### src/rtl/lc4_bp_if.sv
// Fetch/resolve bus between the LC4 pipeline and the branch predictor.
// master = pipeline side (drives fetch PC and resolutions),
// slave  = predictor side (returns prediction, redirect and counters).
interface lc4_bp_if #(
  parameter int CNT_W = 32
);
  logic [15:0]      fetch_pc;
  logic             pred_taken;
  logic [15:0]      pred_tgt;
  logic             res_valid;
  logic [15:0]      res_pc;
  logic [15:0]      res_tgt;
  logic [2:0]       res_cond;
  logic [2:0]       res_nzp;
  logic             res_is_branch;
  logic             res_is_control;
  logic             res_pred_taken;
  logic [15:0]      res_pred_tgt;
  logic             mispredict;
  logic [15:0]      redirect_pc;
  logic [CNT_W-1:0] branch_count;
  logic [CNT_W-1:0] mispredict_count;

  modport master (
    output fetch_pc, res_valid, res_pc, res_tgt, res_cond, res_nzp,
           res_is_branch, res_is_control, res_pred_taken, res_pred_tgt,
    input  pred_taken, pred_tgt, mispredict, redirect_pc,
           branch_count, mispredict_count
  );

  modport slave (
    input  fetch_pc, res_valid, res_pc, res_tgt, res_cond, res_nzp,
           res_is_branch, res_is_control, res_pred_taken, res_pred_tgt,
    output pred_taken, pred_tgt, mispredict, redirect_pc,
           branch_count, mispredict_count
  );
endinterface

### src/rtl/lc4_branch_predictor.sv
// LC4 branch predictor: direct-mapped tagged BTB with saturating counters,
// same-cycle fetch prediction, resolution/training at execute, registered
// one-cycle redirect on misprediction, and two saturating perf counters.
module lc4_branch_predictor #(
  parameter int ENTRIES = 16,
  parameter int IDX_W   = $clog2(ENTRIES),
  parameter int CTR_W   = 2,
  parameter int CNT_W   = 32
) (
  input logic   clk,
  input logic   rst_n,
  lc4_bp_if.slave bp
);

  localparam int TAG_W = 16 - IDX_W;
  localparam logic [CTR_W-1:0] CTR_MAX = '1;
  localparam logic [CTR_W-1:0] CTR_WNT = CTR_MAX >> 1;  // 0111..1
  localparam logic [CTR_W-1:0] CTR_WT  = ~CTR_WNT;      // 1000..0
  localparam logic [CNT_W-1:0] CNT_MAX = '1;

  logic             valid_q [ENTRIES];
  logic [TAG_W-1:0] tag_q   [ENTRIES];
  logic [15:0]      tgt_q   [ENTRIES];
  logic [CTR_W-1:0] ctr_q   [ENTRIES];

  logic             mispredict_q;
  logic [15:0]      redirect_q;
  logic [CNT_W-1:0] branch_cnt_q;
  logic [CNT_W-1:0] mispred_cnt_q;

  // Lookup side
  logic [IDX_W-1:0] fetch_idx;
  logic             fetch_hit;
  logic             fetch_taken;

  // Resolution side
  logic [IDX_W-1:0] res_idx;
  logic [TAG_W-1:0] res_tag;
  logic             res_hit;
  logic             uncond;
  logic             taken;
  logic [15:0]      actual_next;
  logic             mispred;
  logic             ctr_we;
  logic [CTR_W-1:0] ctr_next;
  logic             tag_we;
  logic             tgt_we;

  // Zero-latency prediction from current table state (pre-update on collision)
  always_comb begin
    fetch_idx   = bp.fetch_pc[IDX_W-1:0];
    fetch_hit   = valid_q[fetch_idx] && (tag_q[fetch_idx] == bp.fetch_pc[15:IDX_W]);
    fetch_taken = fetch_hit && ctr_q[fetch_idx][CTR_W-1];
  end

  assign bp.pred_taken = fetch_taken;
  assign bp.pred_tgt   = fetch_taken ? tgt_q[fetch_idx] : bp.fetch_pc + 16'd1;

  // Resolve direction, detect misprediction and decide how to train the entry
  always_comb begin
    res_idx     = bp.res_pc[IDX_W-1:0];
    res_tag     = bp.res_pc[15:IDX_W];
    res_hit     = valid_q[res_idx] && (tag_q[res_idx] == res_tag);
    uncond      = !bp.res_is_branch && bp.res_is_control;
    taken       = bp.res_is_branch ? |(bp.res_nzp & bp.res_cond) : bp.res_is_control;
    actual_next = taken ? bp.res_tgt : bp.res_pc + 16'd1;
    mispred     = bp.res_valid &&
                  ((bp.res_pred_taken != taken) || (taken && (bp.res_pred_tgt != bp.res_tgt)));

    // Unconditional control always implies taken, so it shares the taken paths.
    tag_we = bp.res_valid && (uncond || (!res_hit && taken));
    tgt_we = bp.res_valid && taken;
    ctr_we = bp.res_valid && (uncond || res_hit || taken);

    // NOTE: every always_comb output gets a default first so no path infers a latch.
    ctr_next = ctr_q[res_idx];
    if (uncond) begin
      ctr_next = CTR_MAX;
    end else if (res_hit) begin
      if (taken && ctr_q[res_idx] != CTR_MAX) begin
        ctr_next = ctr_q[res_idx] + CTR_W'(1);
      end else if (!taken && ctr_q[res_idx] != '0) begin
        ctr_next = ctr_q[res_idx] - CTR_W'(1);
      end
    end else begin
      ctr_next = CTR_WT;
    end
  end

  // Resettable state: valid bits, counters, redirect pulse and perf counters
  always_ff @(posedge clk) begin
    // NOTE: sequential state uses non-blocking assignments so every register samples pre-edge values.
    if (!rst_n) begin
      for (int i = 0; i < ENTRIES; i++) begin
        valid_q[i] <= 1'b0;
        ctr_q[i]   <= CTR_WNT;
      end
      mispredict_q  <= 1'b0;
      redirect_q    <= '0;
      branch_cnt_q  <= '0;
      mispred_cnt_q <= '0;
    end else begin
      mispredict_q <= mispred;
      if (mispred) redirect_q <= actual_next;
      if (tag_we) valid_q[res_idx] <= 1'b1;
      if (ctr_we) ctr_q[res_idx] <= ctr_next;
      if (bp.res_valid && branch_cnt_q != CNT_MAX) branch_cnt_q <= branch_cnt_q + CNT_W'(1);
      if (mispred && mispred_cnt_q != CNT_MAX) mispred_cnt_q <= mispred_cnt_q + CNT_W'(1);
    end
  end

  // Tag/target payload: no reset, since valid gates every use of it
  always_ff @(posedge clk) begin
    // NOTE: tags and targets are left unreset; clearing valid is enough and keeps them plain RAM.
    if (rst_n) begin
      if (tag_we) tag_q[res_idx] <= res_tag;
      if (tgt_we) tgt_q[res_idx] <= bp.res_tgt;
    end
  end

  assign bp.mispredict       = mispredict_q;
  assign bp.redirect_pc      = redirect_q;
  assign bp.branch_count     = branch_cnt_q;
  assign bp.mispredict_count = mispred_cnt_q;

endmodule

### src/flat_wrapper.sv
// flat-port wrapper written by rule: the top's interface ports become plain ports
module lc4_branch_predictor_flat 
#(
  parameter int ENTRIES = 16,
  parameter int IDX_W   = $clog2(ENTRIES),
  parameter int CTR_W   = 2,
  parameter int CNT_W   = 32
)
  (clk, rst_n, bp_fetch_pc, bp_res_valid, bp_res_pc, bp_res_tgt, bp_res_cond, bp_res_nzp, bp_res_is_branch, bp_res_is_control, bp_res_pred_taken, bp_res_pred_tgt, bp_pred_taken, bp_pred_tgt, bp_mispredict, bp_redirect_pc, bp_branch_count, bp_mispredict_count);
  lc4_bp_if #(.CNT_W(CNT_W)) bp_i ();
  input logic clk;
  input logic rst_n;
  input wire logic [$bits(bp_i.fetch_pc)-1:0] bp_fetch_pc;
  input wire logic [$bits(bp_i.res_valid)-1:0] bp_res_valid;
  input wire logic [$bits(bp_i.res_pc)-1:0] bp_res_pc;
  input wire logic [$bits(bp_i.res_tgt)-1:0] bp_res_tgt;
  input wire logic [$bits(bp_i.res_cond)-1:0] bp_res_cond;
  input wire logic [$bits(bp_i.res_nzp)-1:0] bp_res_nzp;
  input wire logic [$bits(bp_i.res_is_branch)-1:0] bp_res_is_branch;
  input wire logic [$bits(bp_i.res_is_control)-1:0] bp_res_is_control;
  input wire logic [$bits(bp_i.res_pred_taken)-1:0] bp_res_pred_taken;
  input wire logic [$bits(bp_i.res_pred_tgt)-1:0] bp_res_pred_tgt;
  output wire logic [$bits(bp_i.pred_taken)-1:0] bp_pred_taken;
  output wire logic [$bits(bp_i.pred_tgt)-1:0] bp_pred_tgt;
  output wire logic [$bits(bp_i.mispredict)-1:0] bp_mispredict;
  output wire logic [$bits(bp_i.redirect_pc)-1:0] bp_redirect_pc;
  output wire logic [$bits(bp_i.branch_count)-1:0] bp_branch_count;
  output wire logic [$bits(bp_i.mispredict_count)-1:0] bp_mispredict_count;
  assign bp_i.fetch_pc = bp_fetch_pc;
  assign bp_i.res_valid = bp_res_valid;
  assign bp_i.res_pc = bp_res_pc;
  assign bp_i.res_tgt = bp_res_tgt;
  assign bp_i.res_cond = bp_res_cond;
  assign bp_i.res_nzp = bp_res_nzp;
  assign bp_i.res_is_branch = bp_res_is_branch;
  assign bp_i.res_is_control = bp_res_is_control;
  assign bp_i.res_pred_taken = bp_res_pred_taken;
  assign bp_i.res_pred_tgt = bp_res_pred_tgt;
  assign bp_pred_taken = bp_i.pred_taken;
  assign bp_pred_tgt = bp_i.pred_tgt;
  assign bp_mispredict = bp_i.mispredict;
  assign bp_redirect_pc = bp_i.redirect_pc;
  assign bp_branch_count = bp_i.branch_count;
  assign bp_mispredict_count = bp_i.mispredict_count;
  lc4_branch_predictor #(.ENTRIES(ENTRIES), .IDX_W(IDX_W), .CTR_W(CTR_W), .CNT_W(CNT_W)) u_core (.clk(clk), .rst_n(rst_n), .bp(bp_i));
endmodule
### config.mk
export PLATFORM = sky130hd
export DESIGN_NAME = lc4_branch_predictor_flat
export DESIGN_NICKNAME = d
export VERILOG_FILES = /design/src/rtl/lc4_bp_if.sv /design/src/rtl/lc4_branch_predictor.sv /design/src/flat_wrapper.sv
export SDC_FILE = /design/constraint.sdc
export NUM_CORES = 1
export LEC_CHECK = 0
export ABC_AREA = 0
export BUFFER_PORTS_ARGS = -buffer_cell sky130_fd_sc_hd__buf_2
export CAP_MARGIN = 20
export CORE_MARGIN = 10
export CORE_UTILIZATION = 41
export DETAILED_ROUTE_END_ITERATION = 8
export MAX_ROUTING_LAYER = met4
export PLACE_DENSITY = 0.63
export SLEW_MARGIN = 20
export SYNTH_ARGS = -nofsm -noshare
export SYNTH_HDL_FRONTEND = slang
export SYNTH_SLANG_ARGS = --single-unit
### constraint.sdc
create_clock -name clk -period 6.3 [get_ports clk]
set_input_delay 0.945 -clock clk [delete_from_list [all_inputs] [get_ports clk]]
set_output_delay 0.945 -clock clk [all_outputs]
set_load 0.005 [all_outputs]
## After elaboration in Yosys (flattened, before gate mapping)

Memories as Yosys holds them, arrays and structs flattened.
Cells that the tools add are included.

| cells by class | value |
|---|---|
| bitwise gates (word level) | 1 |
| $add $sub $neg | 6 |
| mux-type cells | 23 |
| reductions and logical operators | 25 |
| equality and inequality tests | 7 |

Operators by type and width:

| cell | number |
|---|---|
| adder 32 x 1 -> 32 bit (second input constant) | 2 |
| inequality test 32 bit (second input constant) | 2 |
| adder 16 x 1 -> 16 bit (second input constant) | 2 |
| 2-to-1 mux 16 bit | 2 |
| equality test 12 bit | 2 |
| inequality test 16 bit | 1 |
| logical AND 1 bit | 14 |
| 2-to-1 mux 1 bit | 14 |
| 2-to-1 mux 2 bit | 5 |
| 2-to-1 mux 4 bit | 2 |
| logical OR 1 bit | 4 |
| AND 3 bit | 1 |
| logical NOT 1 bit | 3 |
| OR reduction 3 bit | 1 |
| adder 2 x 1 -> 2 bit (second input constant) | 1 |
| inequality test 2 bit (second input constant) | 1 |
| nonzero test 2 bit | 1 |
| OR reduction 2 bit | 1 |
| subtractor 2 x 1 -> 2 bit (second input constant) | 1 |
| inequality test 1 bit | 1 |
| OR reduction 1 bit | 1 |

| storage, ports and cells | value |
|---|---|
| register bits after elaboration | 81 |
| output and inout port bits | 98 |
| logic and storage cells | 70 |
| bits in writable memories | 496 |
| memories | 4 |

Memories:

| name | words | width | read ports | clocked after memory_dff | wr ports | RTL line | RTL |
|---|---|---|---|---|---|---|---|
| u_core.tgt_q | 16 | 16 | 1 | 0 | 1 | lc4_branch_predictor.sv:23 | `logic [15:0] tgt_q [ENTRIES];` |
| u_core.tag_q | 16 | 12 | 2 | 0 | 1 | lc4_branch_predictor.sv:22 | `logic [TAG_W-1:0] tag_q [ENTRIES];` |
| u_core.ctr_q | 16 | 2 | 2 | 0 | 16 | lc4_branch_predictor.sv:24 | `logic [CTR_W-1:0] ctr_q [ENTRIES];` |
| u_core.valid_q | 16 | 1 | 2 | 0 | 16 | lc4_branch_predictor.sv:21 | `logic valid_q [ENTRIES];` |

## Longest topological paths before layout

An unclocked memory read counts as a cell.

| depth | value |
|---|---|
| depth in word-level cells | 12 |
| gate-level depth with buffers | 15 |
| gate-level depth less buffers | 10 |

## Worst setup path after synthesis

OpenSTA, ideal clock, no wires.

| timing | value |
|---|---|
| path type | in2out |
| start | input port bp_fetch_pc[1] |
| end | output port bp_pred_tgt[10] |
| stages on the path | 9 |
| path slack | 1779 ps |
| arrival time | 3576 ps |
| cells stage by stage | buf_2 > clkbuf_1 > mux4_2 > mux4_2 > xor2_1 > nor4_4 > o2111ai_4 > buf_6 > mux2_4 |

| on the way | value |
|---|---|
| word-level cells in the longest chain between the ends | 5 |
| elaborated cells on any way between the ends | 9 |

Ends and longest elaborated chain:

| what | RTL line | RTL |
|---|---|---|
| from (decl) | flat_wrapper.sv:13 | `input wire logic [$bits(bp_i.fetch_pc)-1:0] bp_fetch_pc;` |
| memory (16 x 12 bit) | n/a |  |
| equality test 12 bit | lc4_branch_predictor.sv:52 | `fetch_hit = valid_q[fetch_idx] && (tag_q[fetch_idx] == bp.fetch_pc[15:IDX_W]);` |
| logical AND 1 bit | lc4_branch_predictor.sv:52 |  |
| logical AND 1 bit | lc4_branch_predictor.sv:53 | `fetch_taken = fetch_hit && ctr_q[fetch_idx][CTR_W-1];` |
| 2-to-1 mux 16 bit * | lc4_branch_predictor.sv:57 | `assign bp.pred_tgt = fetch_taken ? tgt_q[fetch_idx] : bp.fetch_pc + 16'd1;` |
| to (decl) | flat_wrapper.sv:24 | `output wire logic [$bits(bp_i.pred_tgt)-1:0] bp_pred_tgt;` |

Mark *: on every way between the ends. The rest lies on a longest branch, timed or not.

## Worst setup path after layout

| timing | value |
|---|---|
| start | input port bp_fetch_pc[1] |
| end | output port bp_pred_tgt[0] |

The elaborated chain is that of the path after synthesis.

==> results.sh <==
export IMPL_reg2reg_depth=9
export IMPL_clk_latency_ps=650
export IMPL_cp_end_kind="primary output"
export IMPL_worstPathRequired_ps=5350
export IMPL_ios=174
export IMPL_async_reset_ff_frac=0
export IMPL_status="finished, final reports clean"
export IMPL_yosys_register_bits=577
export IMPL_tightest_slew_ps=979.0
export IMPL_first_pass_iters=5
export IMPL_cts_root_buf="clkbuf_16"
export IMPL_worstReg2RegStart="u_core.tag_q[3][3]$_DFFE_PP_"
export IMPL_die_h_um=273.6
export IMPL_synth_edff_count=480
export IMPL_path_max_fanout=65
export IMPL_hpwl_um=49900
export IMPL_ys_types=66
export IMPL_cts_path_max_buffers=3
export IMPL_slowest_stage="o2111ai_4"
export IMPL_rows=92
export IMPL_pre_cts_ws_ps=978.0
export IMPL_fin_crit_sh=0.8469
export IMPL_post_cts_buffers=0
export IMPL_syn_nets=1783
export IMPL_seq_area_frac_synth=0.6205
export IMPL_syn_to_final_growth_pct=15.19
export IMPL_cp_common_cell="mux4_2"
export IMPL_hold_violations=0
export IMPL_vdd_drop_max_mv=0.2129
export IMPL_hp_start="u_core.valid_q[15]$_DFF_P_"
export IMPL_clock_sink_count=577
export IMPL_synth_top_area_share=0.5468
export IMPL_hold_path_end="u_core.valid_q[15]$_DFF_P_"
export IMPL_cts_resized_gates=0
export IMPL_p_per_area_mw_per_mm2=280.8
export IMPL_grt_overflow_total=0
export IMPL_yosysMostFrequentCell="edfxtp_1"
export IMPL_worstSetupPathType="input port to primary output"
export IMPL_tns_ps=0
export IMPL_clock_skew_ps=35.23
export IMPL_syn_inst=1698
export IMPL_fin_nets=1956
export IMPL_yosys_warnings=0
export IMPL_cpPeakStageDelay_ps=520
export IMPL_syn_area_mm2=0.02636
export IMPL_yosys_area_top_type="edfxtp_1"
export IMPL_drc=0
export IMPL_rrSetupSlack_ps=2630
export IMPL_r2r_end="u_core.tag_q[12][11]$_DFFE_PP_"
export IMPL_vias_per_cell=5.984
export IMPL_first_global_vias=16820
export IMPL_grt_max_degree=66
export IMPL_synthTopCellsByArea="edfxtp_1, mux4_2, dfxtp_1, xor2_1, mux2i_1"
export IMPL_grt_util_all_layers=0.2053
export IMPL_crit_chain="buf_6 -> buf_4 -> mux4_2 -> mux4_2 -> xor2_1 -> nor4_2 -> o2111ai_4 -> mux2_2 -> buf_2"
export IMPL_wire_per_inst_um=27.31
export IMPL_core_area_mm2=0.06331
export IMPL_slew_viol_final=0
export IMPL_worstSetupStartpointType="input port"
export IMPL_start_util=0.4163
export IMPL_cts_max_level=2
export IMPL_finalWirelength_um=75820
export IMPL_setup_ws_ps=964.7
export IMPL_ys_flop_type="edfxtp_1"
export IMPL_crit_arrival_ps=4390
export IMPL_slew_headroom=0.3473
export IMPL_p_leak_nw=10.25
export IMPL_cts_made_buffers=61
export IMPL_maxCapViolations=0
export IMPL_ant_nets=0
export IMPL_drt_iter0_drc=1976
export IMPL_min_period_ps=5335
export IMPL_clk_pin_slew_ps=60
export IMPL_tritoncts="built"
export IMPL_yosys_top_cells_count="edfxtp_1, mux4_2, nor2_1, nand2_1, dfxtp_1"
export IMPL_hp_class="flip-flop to flip-flop"
export IMPL_setup_viol=0
export IMPL_grt_antenna_before_repair=10
export IMPL_port_buffers=173
export IMPL_rsz0062_at_grt="false"
export IMPL_dr_total_vias=16610
export IMPL_die_w_um=273.6
export IMPL_layout_drive_gt1_share=0.2917
export IMPL_hold_buffers=0
export IMPL_dieArea_mm2=0.07483
export IMPL_routabilityCongestion=0.8891
export IMPL_postSynthAreaPerCell_um2=15.52
export IMPL_grt_pass1_wl_um=111800
export IMPL_timing_fmax_ghz=0.1874
export IMPL_min_path_cells=2
sequential cells by signal (all words and copies together), names as in the netlist:
name / count
u_core.tgt_q: 256
u_core.tag_q: 192
u_core.bp.branch_count: 32
u_core.bp.mispredict_count: 32
u_core.ctr_q: 32
u_core.bp.redirect_pc: 16
u_core.valid_q: 16
u_core.bp.mispredict: 1
worst max path at each step:
stage	from	end	slack, ps	cells after the start
global route	bp_fetch_pc[0]	bp_pred_tgt[0]	850	8
global placement	bp_fetch_pc[2]	bp_pred_tgt[13]	1040	9
floorplan	bp_fetch_pc[1]	bp_pred_tgt[10]	1780	9
CTS	bp_fetch_pc[0]	bp_pred_tgt[0]	970	8
detailed placement	bp_fetch_pc[0]	bp_pred_tgt[0]	980	8
finish	bp_fetch_pc[1]	bp_pred_tgt[0]	960	9
cell usage in the layout (no fill, tap or decap), drive strengths merged, types with 3 or more instances in the layout:
master and count:
edfxtp 480, buf 222, mux4 184, nor2 118, nand2 106, dfxtp 97, clkbuf 80, xor2 79
mux2i 56, nor3 50, nand3 48, a21oi 46, xnor2 43, nand4 29, o21ai 26, clkinv 26
and3 22, inv 20, mux2 17, nand4b 16, o31ai 16, and4 15, and2 12, or3 10
o211ai 9, ha 9, nor2b 8, a22oi 8, nor4 8, diode 7, a211oi 7, bufinv 7
o22ai 6, nand2b 4, o21a 4, o2111ai 4, a221o 3, a22o 3
power breakdown:
part | total [mW] | internal [mW] | switching [mW] | leakage, nW
sequential | 4.22 | 4.19 | 0.0321 | 5.13
combinational | 0.672 | 0.263 | 0.409 | 4.13
clock | 3.64 | 2.10 | 1.53 | 0.990
logic make-up after synthesis:
group                      share of synthesized area
AOI/OAI and AO/OA                            0.03802
xor gates and xnor gates                     0.04054
DFF                                           0.6205
muxes                                         0.1870
buffers and inverters                        0.02335
adders and majority gates                   0.004272
and+or+nand+nor                              0.08630
critical path, delay by kind of cell:
family / cells / cell delay, ps
AO/OA/AOI/OAI: 1 / 520
XOR/XNOR: 1 / 190
buffers and inverters: 3 / 1020
multiplexers: 3 / 1280
AND/OR/NAND/NOR: 1 / 330
metal layers:
metal	part of all wire	global-route usage	routed length [µm]	vias to the layer above
li1	-	-	-	7056
met1	0.40	0.2733	30490	8530
met2	0.47	0.3151	35790	894
met3	0.099	0.04131	7481	131
met4	0.027	0.06034	2056	0
met5	0	-	0	-
metrics by stage:
stage               instance area [µm²]  utilization  hold WS [ps]  std cells  total power, mW
floorplan                         26360            -         434.9       1698            4.701
global placement                  28290       0.4468         454.5       2653            4.954
detailed placement                28310       0.4472         462.9       2653            4.967
CTS                               30340       0.4792         472.1       2768            8.594
global route                      30360       0.4796         498.6       2775            8.797
finish                            30360       0.4796         479.4       2776            8.526
cell type report:
cell class	instances	area (µm²)
antenna	7	17.52
clock buffer	80	1618
clock inverter	35	412.9
fill	5406	32950
inverter	20	75.07
multi-input combinational	989	9555
sequential	577	16360
tap	846	1059
timing repair buffer	222	1271
No activity file was read; power rests on OpenSTA's default activity.
